### config.mk
export PLATFORM = sky130hd
export DESIGN_NAME = pipe_stage_skid
export DESIGN_NICKNAME = d
export VERILOG_FILES = /design/src/rtl/pipe_stage_skid.sv
export SDC_FILE = /design/constraint.sdc
export NUM_CORES = 1
export LEC_CHECK = 0
export ABC_CLOCK_PERIOD_IN_PS = 3280
export CORE_MARGIN = 1
export CORE_UTILIZATION = 40
export DETAILED_ROUTE_END_ITERATION = 7
export PLACE_DENSITY = 0.68
export SYNTH_ARGS = -nofsm -noshare
export SYNTH_HDL_FRONTEND = slang
export SYNTH_SLANG_ARGS = --single-unit
### constraint.sdc
create_clock -name clk -period 3.28 [get_ports clk]
set_input_delay 0.656 -clock clk [delete_from_list [all_inputs] [get_ports clk]]
set_output_delay 0.656 -clock clk [all_outputs]
set_load 0.02 [all_outputs]
### src/rtl/pipe_stage_skid.sv
// Valid/ready pipeline register with a 2-entry skid buffer, synchronous flush
// and a saturating stall-cycle counter for performance debug.
module pipe_stage_skid #(
  parameter int DATA_W = 32,
  parameter int CTRL_W = 8,
  parameter int CNT_W  = 16
) (
  input  logic              clk,
  input  logic              rst,
  input  logic              flush,
  input  logic              in_valid,
  output logic              in_ready,
  input  logic [CTRL_W-1:0] in_ctrl,
  input  logic [DATA_W-1:0] in_data,
  output logic              out_valid,
  input  logic              out_ready,
  output logic [CTRL_W-1:0] out_ctrl,
  output logic [DATA_W-1:0] out_data,
  output logic [1:0]        occupancy,
  output logic [CNT_W-1:0]  stall_cycles
);

  localparam logic [CNT_W-1:0] CNT_MAX = {CNT_W{1'b1}};

  logic              main_valid_r, main_valid_s;
  logic [CTRL_W-1:0] main_ctrl_r, main_ctrl_s;
  logic [DATA_W-1:0] main_data_r, main_data_s;
  logic              skid_valid_r, skid_valid_s;
  logic [CTRL_W-1:0] skid_ctrl_r, skid_ctrl_s;
  logic [DATA_W-1:0] skid_data_r, skid_data_s;
  logic [1:0]        occ_r, occ_s;
  logic [CNT_W-1:0]  stall_r, stall_s;
  logic              it_s, ot_s;

  // Next-state for both entries; invalid entries always carry zero ctrl/data.
  always_comb begin
    it_s         = in_valid & ~skid_valid_r;
    ot_s         = main_valid_r & out_ready;
    main_valid_s = main_valid_r;
    main_ctrl_s  = main_ctrl_r;
    main_data_s  = main_data_r;
    skid_valid_s = skid_valid_r;
    skid_ctrl_s  = skid_ctrl_r;
    skid_data_s  = skid_data_r;
    if (flush) begin
      main_valid_s = 1'b0;
      main_ctrl_s  = {CTRL_W{1'b0}};
      main_data_s  = {DATA_W{1'b0}};
      skid_valid_s = 1'b0;
      skid_ctrl_s  = {CTRL_W{1'b0}};
      skid_data_s  = {DATA_W{1'b0}};
    end else begin
      case ({main_valid_r, skid_valid_r})
        2'b00: begin
          if (it_s) begin
            main_valid_s = 1'b1;
            main_ctrl_s  = in_ctrl;
            main_data_s  = in_data;
          end else begin
            main_valid_s = 1'b0;
          end
        end
        2'b10: begin
          if (it_s && ot_s) begin
            main_ctrl_s = in_ctrl;
            main_data_s = in_data;
          end else if (ot_s) begin
            main_valid_s = 1'b0;
            main_ctrl_s  = {CTRL_W{1'b0}};
            main_data_s  = {DATA_W{1'b0}};
          end else if (it_s) begin
            skid_valid_s = 1'b1;
            skid_ctrl_s  = in_ctrl;
            skid_data_s  = in_data;
          end else begin
            main_valid_s = 1'b1;
          end
        end
        2'b11: begin
          if (ot_s) begin
            main_ctrl_s  = skid_ctrl_r;
            main_data_s  = skid_data_r;
            skid_valid_s = 1'b0;
            skid_ctrl_s  = {CTRL_W{1'b0}};
            skid_data_s  = {DATA_W{1'b0}};
          end else begin
            skid_valid_s = 1'b1;
          end
        end
        default: begin
          // Skid-only is unreachable; recover to EMPTY if it ever appears.
          main_valid_s = 1'b0;
          main_ctrl_s  = {CTRL_W{1'b0}};
          main_data_s  = {DATA_W{1'b0}};
          skid_valid_s = 1'b0;
          skid_ctrl_s  = {CTRL_W{1'b0}};
          skid_data_s  = {DATA_W{1'b0}};
        end
      endcase
    end
    occ_s = {1'b0, main_valid_s} + {1'b0, skid_valid_s};
    if (main_valid_r && !out_ready && (stall_r != CNT_MAX)) begin
      stall_s = stall_r + {{(CNT_W-1){1'b0}}, 1'b1};
    end else begin
      stall_s = stall_r;
    end
  end

  // State registers with synchronous reset taking priority over flush.
  always_ff @(posedge clk) begin
    if (rst) begin
      main_valid_r <= 1'b0;
      main_ctrl_r  <= {CTRL_W{1'b0}};
      main_data_r  <= {DATA_W{1'b0}};
      skid_valid_r <= 1'b0;
      skid_ctrl_r  <= {CTRL_W{1'b0}};
      skid_data_r  <= {DATA_W{1'b0}};
      occ_r        <= 2'd0;
      stall_r      <= {CNT_W{1'b0}};
    end else begin
      main_valid_r <= main_valid_s;
      main_ctrl_r  <= main_ctrl_s;
      main_data_r  <= main_data_s;
      skid_valid_r <= skid_valid_s;
      skid_ctrl_r  <= skid_ctrl_s;
      skid_data_r  <= skid_data_s;
      occ_r        <= occ_s;
      stall_r      <= stall_s;
    end
  end

  assign in_ready     = ~skid_valid_r;
  assign out_valid    = main_valid_r;
  assign out_ctrl     = main_ctrl_r;
  assign out_data     = main_data_r;
  assign occupancy    = occ_r;
  assign stall_cycles = stall_r;

endmodule

==> results.json <==
{
  "cp.arrival_ns": 1.63,
  "dpl.hpwl_mm": 6.801,
  "numPortBuffers": 104,
  "postRouteAntennaNets": 0,
  "syn_inst": 437,
  "post_cts_buffers": 0,
  "numCtsBuffers": 9,
  "syn_area_um2": 3933,
  "avgSynthCellArea_um2": 8.999,
  "crit_path_end": "in_ready",
  "use_met1_pct": 27.30,
  "finalSetupViolations": 0,
  "drive_above_1_share_pct": 7.895,
  "grtUsageMet2_pct": 32.08,
  "drv_slew": 0,
  "multiInputGateArea_um2": 1824,
  "synth-main-ff-cell": "dfxtp_1",
  "dr.pass1.iters": 5,
  "hold_violations": 0,
  "placementRows": 35,
  "post-route-min-period_ns": 2.290,
  "coreArea_um2": 9371,
  "crit_family": "buffers and inverters",
  "finalSetupTns_ns": 0,
  "max_freq_mhz": 436.7,
  "synthDistinctLibCells": 49,
  "start_util_pct": 41.96,
  "die_y_um": 101.2,
  "timing.rr.start": "skid_valid_r",
  "drtIter0Drc": 175,
  "crit_buf_inv": 2,
  "p_leak_nw": 1.898,
  "areaGrowthSynthToFinish_pct": 36.05,
  "worstPathRequired_ns": 2.62,
  "insertion_delay_ns": 0.35,
  "tightest_slew_ns": 0.7685,
  "crit_path_end_kind": "output pin",
  "via_per_inst": 5.390,
  "io-pin-count": 105,
  "tritoncts": "yes",
  "ctsHoldBuffers": 0,
  "ys_ff_latch": 100,
  "cap_violations": 0,
  "synth-seq-area-share_pct": 50.91,
  "r2r_end": "out_data[25]",
  "min_path_type": "flop to flop",
  "yosysWarnings": 0,
  "worstPathMaxFanout": 8,
  "cp_num_cells": 2,
  "status": "finished, final reports clean",
  "dieArea_um2": 10230,
  "rrSetupSlack_ns": 1.24,
  "grt.total_usage_pct": 19.94,
  "num_vias": 3563,
  "instances_no_fill": 661,
  "fin_area_um2": 5350,
  "start_kind": "flop",
  "cts.clk_slew.worst_paths_ns": 0.09,
  "dieWidth_um": 101.2,
  "synthesis.nets": 484,
  "path_cells": "inv_1 -> clkdlybuf4s50_1",
  "seq_area_um2": 2002,
  "rr_worst_depth": 4,
  "critPathMaxStageDelay_ns": 0.58,
  "relSlewSlack_pct": 48.76,
  "grt_pass1_vias": 3324,
  "cp_slowest_cell": "dfxtp_1",
  "fin_nets": 574,
  "clk_root_buffer_cell": "clkbuf_8",
  "drc": 0,
  "crit_type": "flop to output pin",
  "drt-wirelength-per-cell_um": 15.28,
  "power.density_nw_per_um2": 437.6,
  "cp-startpoint": "skid_valid_r",
  "placed_area_um2": 5127,
  "cts_resized": 0,
  "globalRouteMet3Util_pct": 3.175,
  "period_share_pct": 69.82,
  "gr-total-overflow": 0,
  "clock-sinks": 100,
  "synthArstFlopShare_pct": 0,
  "worst_ir_drop_vdd_v": 0.0002070,
  "grt_setup_unrepaired": "false",
  "place_congestion": 0.7760,
  "clockBufferDepth": 2,
  "diodes": 0,
  "grt_pass1_wl_mm": 16.12,
  "placedCellCount": 645,
  "total_power_w": 0.002341,
  "synth_edf_count": 0,
  "n_fill_cell": 860,
  "antenna_found_initial": 0,
  "clock_skew_ns": 0.009289,
  "grt_max_degree": 41,
  "htreeDepth": 3,
  "wirelength_mm": 10.10,
  "busiest_layer": "met2"
}
[flip-flops by register name, indices dropped and copies added, names as in the netlist]
signal	flops
skid_data_r	32
stall_cycles	16
out_ctrl	8
out_data	32
skid_valid_r	1
occupancy	2
skid_ctrl_r	8
out_valid	1
[stage by stage]
| stage | hold WS, ns | utilization, % | setup slack (ns) |
|---|---|---|---|
| after CTS | 0.4592 | 57.09 | 0.9718 |
| final | 0.4512 | 57.09 | 0.9899 |
| after global routing | 0.4793 | 57.09 | 0.9052 |
| after global placement | 0.4435 | 54.71 | 0.7474 |
| after floorplan | 0.4658 | - | 1.488 |
| after detailed placement | 0.4455 | 54.71 | 0.7022 |
[how the worst min path moves through the flow]
stage	cells after the start	start	end
2_1_floorplan	2	skid_ctrl_r[0]	skid_ctrl_r[0]
3_3_place_gp	2	out_data[27]	out_data[27]
3_5_place_dp	2	out_data[22]	out_data[22]
4_1_cts	2	out_data[28]	out_data[28]
5_1_grt	2	out_data[22]	out_data[22]
6_report	2	out_data[28]	out_data[28]
[cell usage after synthesis (all sizes together), types with 3 or more instances]
| cell | n | area (um^2) |
|---|---|---|
| a21oi | 11 | 55.05 |
| a22oi | 80 | 600.6 |
| and3 | 4 | 26.28 |
| and4 | 3 | 27.53 |
| buf | 9 | 46.29 |
| clkbuf | 26 | 97.59 |
| dfxtp | 100 | 2002 |
| inv | 3 | 11.26 |
| nand2 | 47 | 178.9 |
| nand3 | 4 | 25.02 |
| nand4 | 5 | 52.55 |
| nor2 | 54 | 202.7 |
| nor2b | 5 | 31.28 |
| nor3 | 4 | 25.02 |
| nor4 | 4 | 46.29 |
| o21ai | 45 | 225.2 |
| o31ai | 4 | 30.03 |
| or3 | 4 | 25.02 |
| or4 | 4 | 30.03 |
[logic make-up (layout without fill, tap and decap cells)]
group | after synthesis | count (layout) | synth area share (%)
flip-flops | 100 | 100 | 50.91
XOR/XNOR | 2 | 2 | 0.4455
AO/OA/AOI/OAI | 148 | 148 | 25.04
buffers and inverters | 38 | 133 | 3.945
AND/OR/NAND/NOR | 143 | 143 | 17.94
adder cells (fa/ha/maj) | 2 | 2 | 0.6362
multiplexers | 4 | 4 | 1.082
[worst min-delay path, delay by kind of cell (launching register included)]
kind | cells | cell delay, ns
compound gates | 1 | 0.05
simple gates | 1 | 0.05
flops | 1 | 0.32
[layout by cell type, fill, tap and decap left out, types with 2 or more instances in the layout]
| cell type | Yosys | layout |
|---|---|---|
| a21oi_1 | 11 | 8 |
| a21oi_4 | 0 | 3 |
| a22oi_1 | 80 | 80 |
| and3_1 | 3 | 3 |
| and4_1 | 2 | 2 |
| buf_4 | 1 | 9 |
| bufinv_16 | 0 | 2 |
| clkbuf_8 | 0 | 9 |
| clkdlybuf4s50_1 | 0 | 104 |
| clkinvlp_4 | 0 | 2 |
| dfxtp_1 | 100 | 100 |
| ha_1 | 2 | 2 |
| inv_1 | 3 | 3 |
| mux2i_1 | 2 | 2 |
| nand2_1 | 46 | 46 |
| nand3_1 | 3 | 3 |
| nand4_1 | 3 | 3 |
| nor2_1 | 54 | 54 |
| nor2b_1 | 5 | 5 |
| nor3_1 | 3 | 3 |
| nor4_1 | 2 | 2 |
| o21ai_0 | 38 | 38 |
| o21ai_1 | 7 | 7 |
| o31ai_1 | 4 | 4 |
| or2_2 | 1 | 2 |
| or3_1 | 4 | 4 |
| or4_1 | 4 | 4 |
| xor2_1 | 2 | 2 |
[metal layers]
metal | routed length (um) | vias up | part of all wire (%)
li1 | - | 1769 | -
met1 | 4867 | 1695 | 48
met2 | 4683 | 88 | 46
met3 | 418 | 11 | 4.1
met4 | 133 | 0 | 1.3
met5 | 0 | - | 0
[report_power, final]
group	total, W	internal, W	switching [W]
combinational	0.000226	0.000114	0.000112
sequential	0.00125	0.00124	0.0000147
clock	0.000865	0.000438	0.000427
total	0.00234	0.00179	0.000553
[cell type report]
class / count / area share (%)
Clock buffer: 10 / 2.385
Clock inverter: 6 / 1.777
Inverter: 3 / 0.2105
Multi-Input combinational cell: 299 / 34.10
Sequential cell: 100 / 37.42
Tap cell: 129 / 3.017
Timing Repair Buffer: 114 / 21.09
(Power assumes the default switching activity.)
